[src/rtl/cacheline_adaptor_pkg.sv]
// Shared cache types: line/beat geometry, adaptor state encoding and beat index.
package cacheline_adaptor_pkg;
  localparam int s_line   = 256;
  localparam int s_burst  = 64;
  localparam int s_addr   = 32;
  localparam int s_offset = 5;
  localparam int NB       = s_line / s_burst;

  typedef enum logic [1:0] {
    IDLE  = 2'd0,
    READ  = 2'd1,
    WRITE = 2'd2,
    DONE  = 2'd3
  } state_t;

  typedef logic [$clog2(NB)-1:0] beat_idx_t;
endpackage

[src/rtl/cacheline_adaptor_if.sv]
// Cache-side line port plus memory-side burst port; slave is the adaptor's view.
interface cacheline_adaptor_if;
  import cacheline_adaptor_pkg::*;

  logic                read_i;
  logic                write_i;
  logic [s_addr-1:0]   address_i;
  logic [s_line-1:0]   line_i;
  logic [s_line-1:0]   line_o;
  logic                resp_o;
  logic [s_burst-1:0]  burst_i;
  logic [s_burst-1:0]  burst_o;
  logic [s_addr-1:0]   address_o;
  logic                read_o;
  logic                write_o;
  logic                resp_i;

  modport slave (
    input  read_i, write_i, address_i, line_i, burst_i, resp_i,
    output line_o, resp_o, burst_o, address_o, read_o, write_o
  );

  modport master (
    output read_i, write_i, address_i, line_i, burst_i, resp_i,
    input  line_o, resp_o, burst_o, address_o, read_o, write_o
  );
endinterface

[src/rtl/cacheline_adaptor.sv]
// Line <-> 4-beat burst bridge; request to read_o/write_o is 1 cycle, resp_o one cycle after the 4th beat.
// resp_i low stalls the burst indefinitely; write_i wins over read_i; all outputs registered.
module cacheline_adaptor
  import cacheline_adaptor_pkg::*;
(
  input  logic                clk,
  input  logic                reset_n,
  cacheline_adaptor_if.slave  bus
);

  state_t              r_state, w_state_nxt;
  beat_idx_t           r_cnt, w_cnt_nxt, w_cnt_inc;
  logic [s_line-1:0]   r_line_buf, w_line_buf_nxt;
  logic [s_line-1:0]   r_line_o, w_line_o_nxt;
  logic [s_burst-1:0]  r_burst_o, w_burst_o_nxt;
  logic [s_addr-1:0]   r_addr_o, w_addr_o_nxt;
  logic                r_read_o, w_read_o_nxt;
  logic                r_write_o, w_write_o_nxt;
  logic                r_resp_o, w_resp_o_nxt;
  logic                w_last_beat;
  logic [s_addr-1:0]   w_addr_aligned;
  logic                w_unused_addr_lsbs;

  assign w_cnt_inc          = r_cnt + 1'b1;
  assign w_last_beat        = bus.resp_i && (r_cnt == beat_idx_t'(NB - 1));
  assign w_addr_aligned     = {bus.address_i[s_addr-1:s_offset], {s_offset{1'b0}}};
  assign w_unused_addr_lsbs = ^bus.address_i[s_offset-1:0];

  always_ff @(posedge clk) begin
    if (!reset_n) r_state <= IDLE;
    else          r_state <= w_state_nxt;
  end

  always_comb begin
    w_state_nxt = r_state;
    case (r_state)
      IDLE: begin
        if (bus.write_i)     w_state_nxt = WRITE;
        else if (bus.read_i) w_state_nxt = READ;
      end
      READ, WRITE: if (w_last_beat) w_state_nxt = DONE;
      DONE:        w_state_nxt = IDLE;
      default:     w_state_nxt = IDLE;
    endcase
  end

  always_comb begin
    w_cnt_nxt      = r_cnt;
    w_line_buf_nxt = r_line_buf;
    w_line_o_nxt   = r_line_o;
    w_burst_o_nxt  = r_burst_o;
    w_addr_o_nxt   = r_addr_o;
    w_read_o_nxt   = r_read_o;
    w_write_o_nxt  = r_write_o;
    w_resp_o_nxt   = 1'b0;
    case (r_state)
      IDLE: begin
        if (bus.write_i) begin
          w_line_buf_nxt = bus.line_i;
          w_addr_o_nxt   = w_addr_aligned;
          w_cnt_nxt      = '0;
          w_write_o_nxt  = 1'b1;
          w_burst_o_nxt  = bus.line_i[s_burst-1:0];
        end else if (bus.read_i) begin
          w_addr_o_nxt   = w_addr_aligned;
          w_cnt_nxt      = '0;
          w_read_o_nxt   = 1'b1;
        end
      end
      READ: begin
        if (bus.resp_i) begin
          w_line_o_nxt[int'(r_cnt) * s_burst +: s_burst] = bus.burst_i;
          w_cnt_nxt = w_cnt_inc;
          if (w_last_beat) begin
            w_read_o_nxt = 1'b0;
            w_resp_o_nxt = 1'b1;
          end
        end
      end
      WRITE: begin
        // burst_o is pre-loaded with the following beat so memory never sees a bubble
        if (bus.resp_i) begin
          w_cnt_nxt     = w_cnt_inc;
          w_burst_o_nxt = r_line_buf[int'(w_cnt_inc) * s_burst +: s_burst];
          if (w_last_beat) begin
            w_write_o_nxt = 1'b0;
            w_resp_o_nxt  = 1'b1;
          end
        end
      end
      default: ;
    endcase
  end

  always_ff @(posedge clk) begin
    if (!reset_n) begin
      r_cnt      <= '0;
      r_line_buf <= '0;
      r_line_o   <= '0;
      r_burst_o  <= '0;
      r_addr_o   <= '0;
      r_read_o   <= 1'b0;
      r_write_o  <= 1'b0;
      r_resp_o   <= 1'b0;
    end else begin
      r_cnt      <= w_cnt_nxt;
      r_line_buf <= w_line_buf_nxt;
      r_line_o   <= w_line_o_nxt;
      r_burst_o  <= w_burst_o_nxt;
      r_addr_o   <= w_addr_o_nxt;
      r_read_o   <= w_read_o_nxt;
      r_write_o  <= w_write_o_nxt;
      r_resp_o   <= w_resp_o_nxt;
    end
  end

  assign bus.line_o    = r_line_o;
  assign bus.resp_o    = r_resp_o;
  assign bus.burst_o   = r_burst_o;
  assign bus.address_o = r_addr_o;
  assign bus.read_o    = r_read_o;
  assign bus.write_o   = r_write_o;

endmodule

[src/flat_wrapper.sv]
// flat-port wrapper written by rule: the top's interface ports become plain ports
module cacheline_adaptor_flat import cacheline_adaptor_pkg::*;
  (clk, reset_n, bus_read_i, bus_write_i, bus_address_i, bus_line_i, bus_burst_i, bus_resp_i, bus_line_o, bus_resp_o, bus_burst_o, bus_address_o, bus_read_o, bus_write_o);
  cacheline_adaptor_if bus_i ();
  input  logic clk;
  input  logic reset_n;
  input wire logic [$bits(bus_i.read_i)-1:0] bus_read_i;
  input wire logic [$bits(bus_i.write_i)-1:0] bus_write_i;
  input wire logic [$bits(bus_i.address_i)-1:0] bus_address_i;
  input wire logic [$bits(bus_i.line_i)-1:0] bus_line_i;
  input wire logic [$bits(bus_i.burst_i)-1:0] bus_burst_i;
  input wire logic [$bits(bus_i.resp_i)-1:0] bus_resp_i;
  output wire logic [$bits(bus_i.line_o)-1:0] bus_line_o;
  output wire logic [$bits(bus_i.resp_o)-1:0] bus_resp_o;
  output wire logic [$bits(bus_i.burst_o)-1:0] bus_burst_o;
  output wire logic [$bits(bus_i.address_o)-1:0] bus_address_o;
  output wire logic [$bits(bus_i.read_o)-1:0] bus_read_o;
  output wire logic [$bits(bus_i.write_o)-1:0] bus_write_o;
  assign bus_i.read_i = bus_read_i;
  assign bus_i.write_i = bus_write_i;
  assign bus_i.address_i = bus_address_i;
  assign bus_i.line_i = bus_line_i;
  assign bus_i.burst_i = bus_burst_i;
  assign bus_i.resp_i = bus_resp_i;
  assign bus_line_o = bus_i.line_o;
  assign bus_resp_o = bus_i.resp_o;
  assign bus_burst_o = bus_i.burst_o;
  assign bus_address_o = bus_i.address_o;
  assign bus_read_o = bus_i.read_o;
  assign bus_write_o = bus_i.write_o;
  cacheline_adaptor u_core (.clk(clk), .reset_n(reset_n), .bus(bus_i));
endmodule
[config.mk]
export PLATFORM = sky130hd
export DESIGN_NAME = cacheline_adaptor_flat
export DESIGN_NICKNAME = d
export VERILOG_FILES = /design/src/rtl/cacheline_adaptor_pkg.sv /design/src/rtl/cacheline_adaptor_if.sv /design/src/rtl/cacheline_adaptor.sv /design/src/flat_wrapper.sv
export SDC_FILE = /design/constraint.sdc
export NUM_CORES = 1
export LEC_CHECK = 0
export CELL_PAD_IN_SITES_DETAIL_PLACEMENT = 1
export CELL_PAD_IN_SITES_GLOBAL_PLACEMENT = 1
export CORE_AREA = 3 3 274 276
export CTS_CLUSTER_SIZE = 8
export DETAILED_ROUTE_END_ITERATION = 8
export DIE_AREA = 0 0 277 279
export GPL_TIMING_DRIVEN = 0
export PLACE_DENSITY = 0.77
export RECOVER_POWER = 25
export SLEW_MARGIN = 40
export SYNTH_ARGS = -nofsm -noshare
export SYNTH_HDL_FRONTEND = slang
export SYNTH_SLANG_ARGS = --single-unit
[constraint.sdc]
create_clock -name clk -period 3.6 [get_ports clk]
set_input_delay 0.72 -clock clk [delete_from_list [all_inputs] [get_ports clk]]
set_output_delay 0.72 -clock clk [all_outputs]
set_load 0.01 [all_outputs]
==> impl_results.md <==
- Top Family by Delay on Critical Path: buffers and inverters
- Chip Height: 279 um
- Max Root-Sink Buffers: 3
- Finished Cell Area: 35,090 um^2
- Dpl ws: 539.2 ps
- Final wirelength: 107.5 mm
- First-pass GRT wire length: 157.3 mm
- RR Endpoint: u_core.bus.burst_o[63]
- # nets final: 3,892
- Largest net degree at the start of global routing: 13
- DR WL/cell: 23.84 um
- Period utilization: 86.62%
- TritonCTS Buffers: 86
- Worst r2r src: u_core.r_cnt[0]
- CTS resizes: 0
- Final TNS setup: 0 ps
- Final setup fails: 0
- Vias post-DR: 23,261
- Clk_skew: 20.41 ps
- Dominant cell type by area after synthesis: dfxtp_1
- Synthesis-to-finish area growth: 43.44%
- Worst Hold Launch: u_core.r_line_buf[50]
- Synth area leaders: dfxtp_1 50%, nand2_1 8.9%, a21boi_0 8.5%
- Dpl cell area: 32,720 um^2
- Critical path's largest stage delay: 530 ps
- Max-cap violations: 0
- Highest clock rate: 0.3207 GHz
- Initial Util: 33.59%
- Vias/cell: 5.159
- Worst R2R Setup Slack: 480 ps
- Placer Congestion: 0.8607
- Finished Layout Cells: 4,509
- Worst path most repeated cell: buf_2
- Most used DFF post-synth: dfxtp_1
- WHS Endpoint: u_core.r_line_buf[50]
- Critical Path, Cell by Cell: buf_2, inv_1, ha_1, buf_2, nand2_1, clkbuf_1, o22ai_1, nor3_1, nor2_1
- Kind of critical path: reg -> reg
- CTS hold repair buffers: 0
- Number of enable flip-flop cells after synthesis: 0
- Initial antenna violation count: 31
- Yosys reg bits: 610
- Post-Place Cells: 4,397
- TritonCTS clock tree: yes
- Clk_lat worst skew: 630 ps
- Post-synth ARST share: 0%
- Root Buffer: clkbuf_16
- Yosys warnings: 0
- Std-Cell Rows: 99
- CP endpoint kind: flip-flop
- Slew margin rel.: 19.10%
- First-pass DRT Iterations: 5
- DP HPWL: 82.01 mm
- CP Data Arrival Time: 3610 ps
- Hold Path Depth: 2
- RSZ-0062 raised after global routing: no
- DR iter-0 viols: 1,181
- Cell area after synthesis: 24,460 um^2
- Slew Limit Fails: 0
- Syn_area_per_cell: 8.954 um^2
- Final worst slack: 481.5 ps
- Most common cell after layout, fill and taps aside: dfxtp_1
- Final ANT Viol Nets: 0
- Hold Fails Final Rpt: 0
- Fin crit period: 3118 ps
- DRC viols: 0
- Worst path slowest cell: nand2_1
- CTS Sinks: 610
- Status: finished, final reports clean
- Peak supply drop: 352.0 uV
- # port buffers: 698
- Post-CTS setup buffer count: 0
- CORE AREA: 72,830 um^2
- Reg2Reg Depth: 9
- Layout cells sized above 1: 4.837%
- Critical path peak fanout: 10
- Most frequent cells in the layout: 610 x dfxtp_1, 579 x nand2_1, 481 x clkdlybuf4s50_1, 313 x nor2b_1, 276 x a21boi_0
- Worst-margin pin slew: 1213 ps
- Leakage: 0.01277 uW
- H-tree depth: 3
- Sequential element share of the synthesized area: 49.92%
- Mapped Cells: 2,732
- Power per cell area: 652.4 nW/um^2
- Hold Crit Class: reg -> reg
- Die area: 77,280 um^2
- Buf/Inv on CP: 4
- CP Launch Type: flip-flop
- Top-Level Pins: 712
- Synth top area share: 49.92%
- Fin util: 48.17%
- Clock transition at path regs: 60 ps
- Yosys cell types: 35
- Die Wd: 277 um
- GR Overflow Total: 0
- Worst EP required: 4090 ps
- GRT Total Usage: 26.64%
- Number of global-route vias before repair: 24,428
==> Yosys cell counts, drive strengths merged (2+ instances only) <==
cell type / n
ha: 9
clkbuf: 175
buf: 65
nand3: 12
nor2b: 313
nor4: 2
inv: 6
and2: 4
nor2: 68
nand2: 579
nand2b: 6
o22ai: 64
a21boi: 284
dfxtp: 610
a22oi: 248
a21oi: 2
mux2i: 133
nor3: 65
o21ai: 77
o211a: 2
==> cell type report <==
cell class | instances | area (um^2)
antenna | 15 | 37.54
sequential | 610 | 12210
inverter | 6 | 22.52
clock buffer | 92 | 2237
clock inverter | 5 | 91.34
fill | 8453 | 37750
buffer | 240 | 1032
timing repair buffer | 702 | 7018
multi-input combinational | 1880 | 11240
tap | 959 | 1200
==> per-layer routing <==
layer  global-route usage, %  vias to the layer above  routed length [um]
li1                        -                    10877                   -
met1                   30.23                    11379               42720
met2                   48.11                      763               54010
met3                   6.722                      214                6740
met4                   10.02                       28                3843
met5                       0                        -                 191
==> cells by family (layout without fill, tap and decap cells) <==
| group | Yosys count | in the layout | share of synthesized area (%) |
|---|---|---|---|
| AOI/OAI and AO/OA | 680 | 680 | 19.76 |
| adders and majority gates | 9 | 9 | 0.4603 |
| buffers and inverters | 246 | 1045 | 4.281 |
| DFF | 610 | 610 | 49.92 |
| muxes | 133 | 133 | 5.442 |
| other | 1 | 20 | 0.01533 |
| and+or+nand+nor | 1053 | 1053 | 20.12 |
==> sequential cells by signal (all words and copies together), names as in the netlist <==
| signal | cells |
|---|---|
| u_core.bus.line_o | 256 |
| u_core.r_line_buf | 256 |
| u_core.bus.burst_o | 64 |
| u_core.bus.address_o | 27 |
| u_core.r_cnt | 2 |
| u_core.r_state | 2 |
| u_core.bus.read_o | 1 |
| u_core.bus.resp_o | 1 |
| u_core.bus.write_o | 1 |
==> metrics by stage <==
| step | total power [uW] | hold WS [ps] |
|---|---|---|
| 4_1_cts | 23190 | 453.0 |
| 5_1_grt | 24050 | 480.5 |
| 3_5_place_dp | 15740 | 446.0 |
| 6_report | 22890 | 456.2 |
| 3_3_place_gp | 15560 | 442.2 |
| 2_1_floorplan | 12180 | 434.7 |
==> where the power goes <==
group / switching (uW) / internal [uW] / total (uW)
Combinational: 4510 / 2690 / 7210
Sequential: 573 / 7720 / 8300
Clock: 3040 / 4350 / 7390
Total: 8130 / 14800 / 22900
==> worst max-delay path by stage <==
stage	start	endpoint	slack, ps	cells after the start
3_5_place_dp	u_core.r_cnt[0]	u_core.bus.burst_o[63]	540	9
6_report	u_core.r_cnt[0]	u_core.bus.burst_o[63]	480	9
3_3_place_gp	reset_n	u_core.bus.burst_o[62]	240	5
2_1_floorplan	u_core.r_cnt[0]	u_core.bus.burst_o[0]	1580	10
5_1_grt	u_core.r_cnt[0]	u_core.bus.burst_o[63]	350	9
4_1_cts	u_core.r_cnt[0]	u_core.bus.burst_o[63]	460	9
==> tightest hold or removal path: stages (launching register included) <==
cell and delay, ps:
dfxtp_1 310, nand2_1 50, a21boi_1 50
No activity file was read; power rests on OpenSTA's default activity.
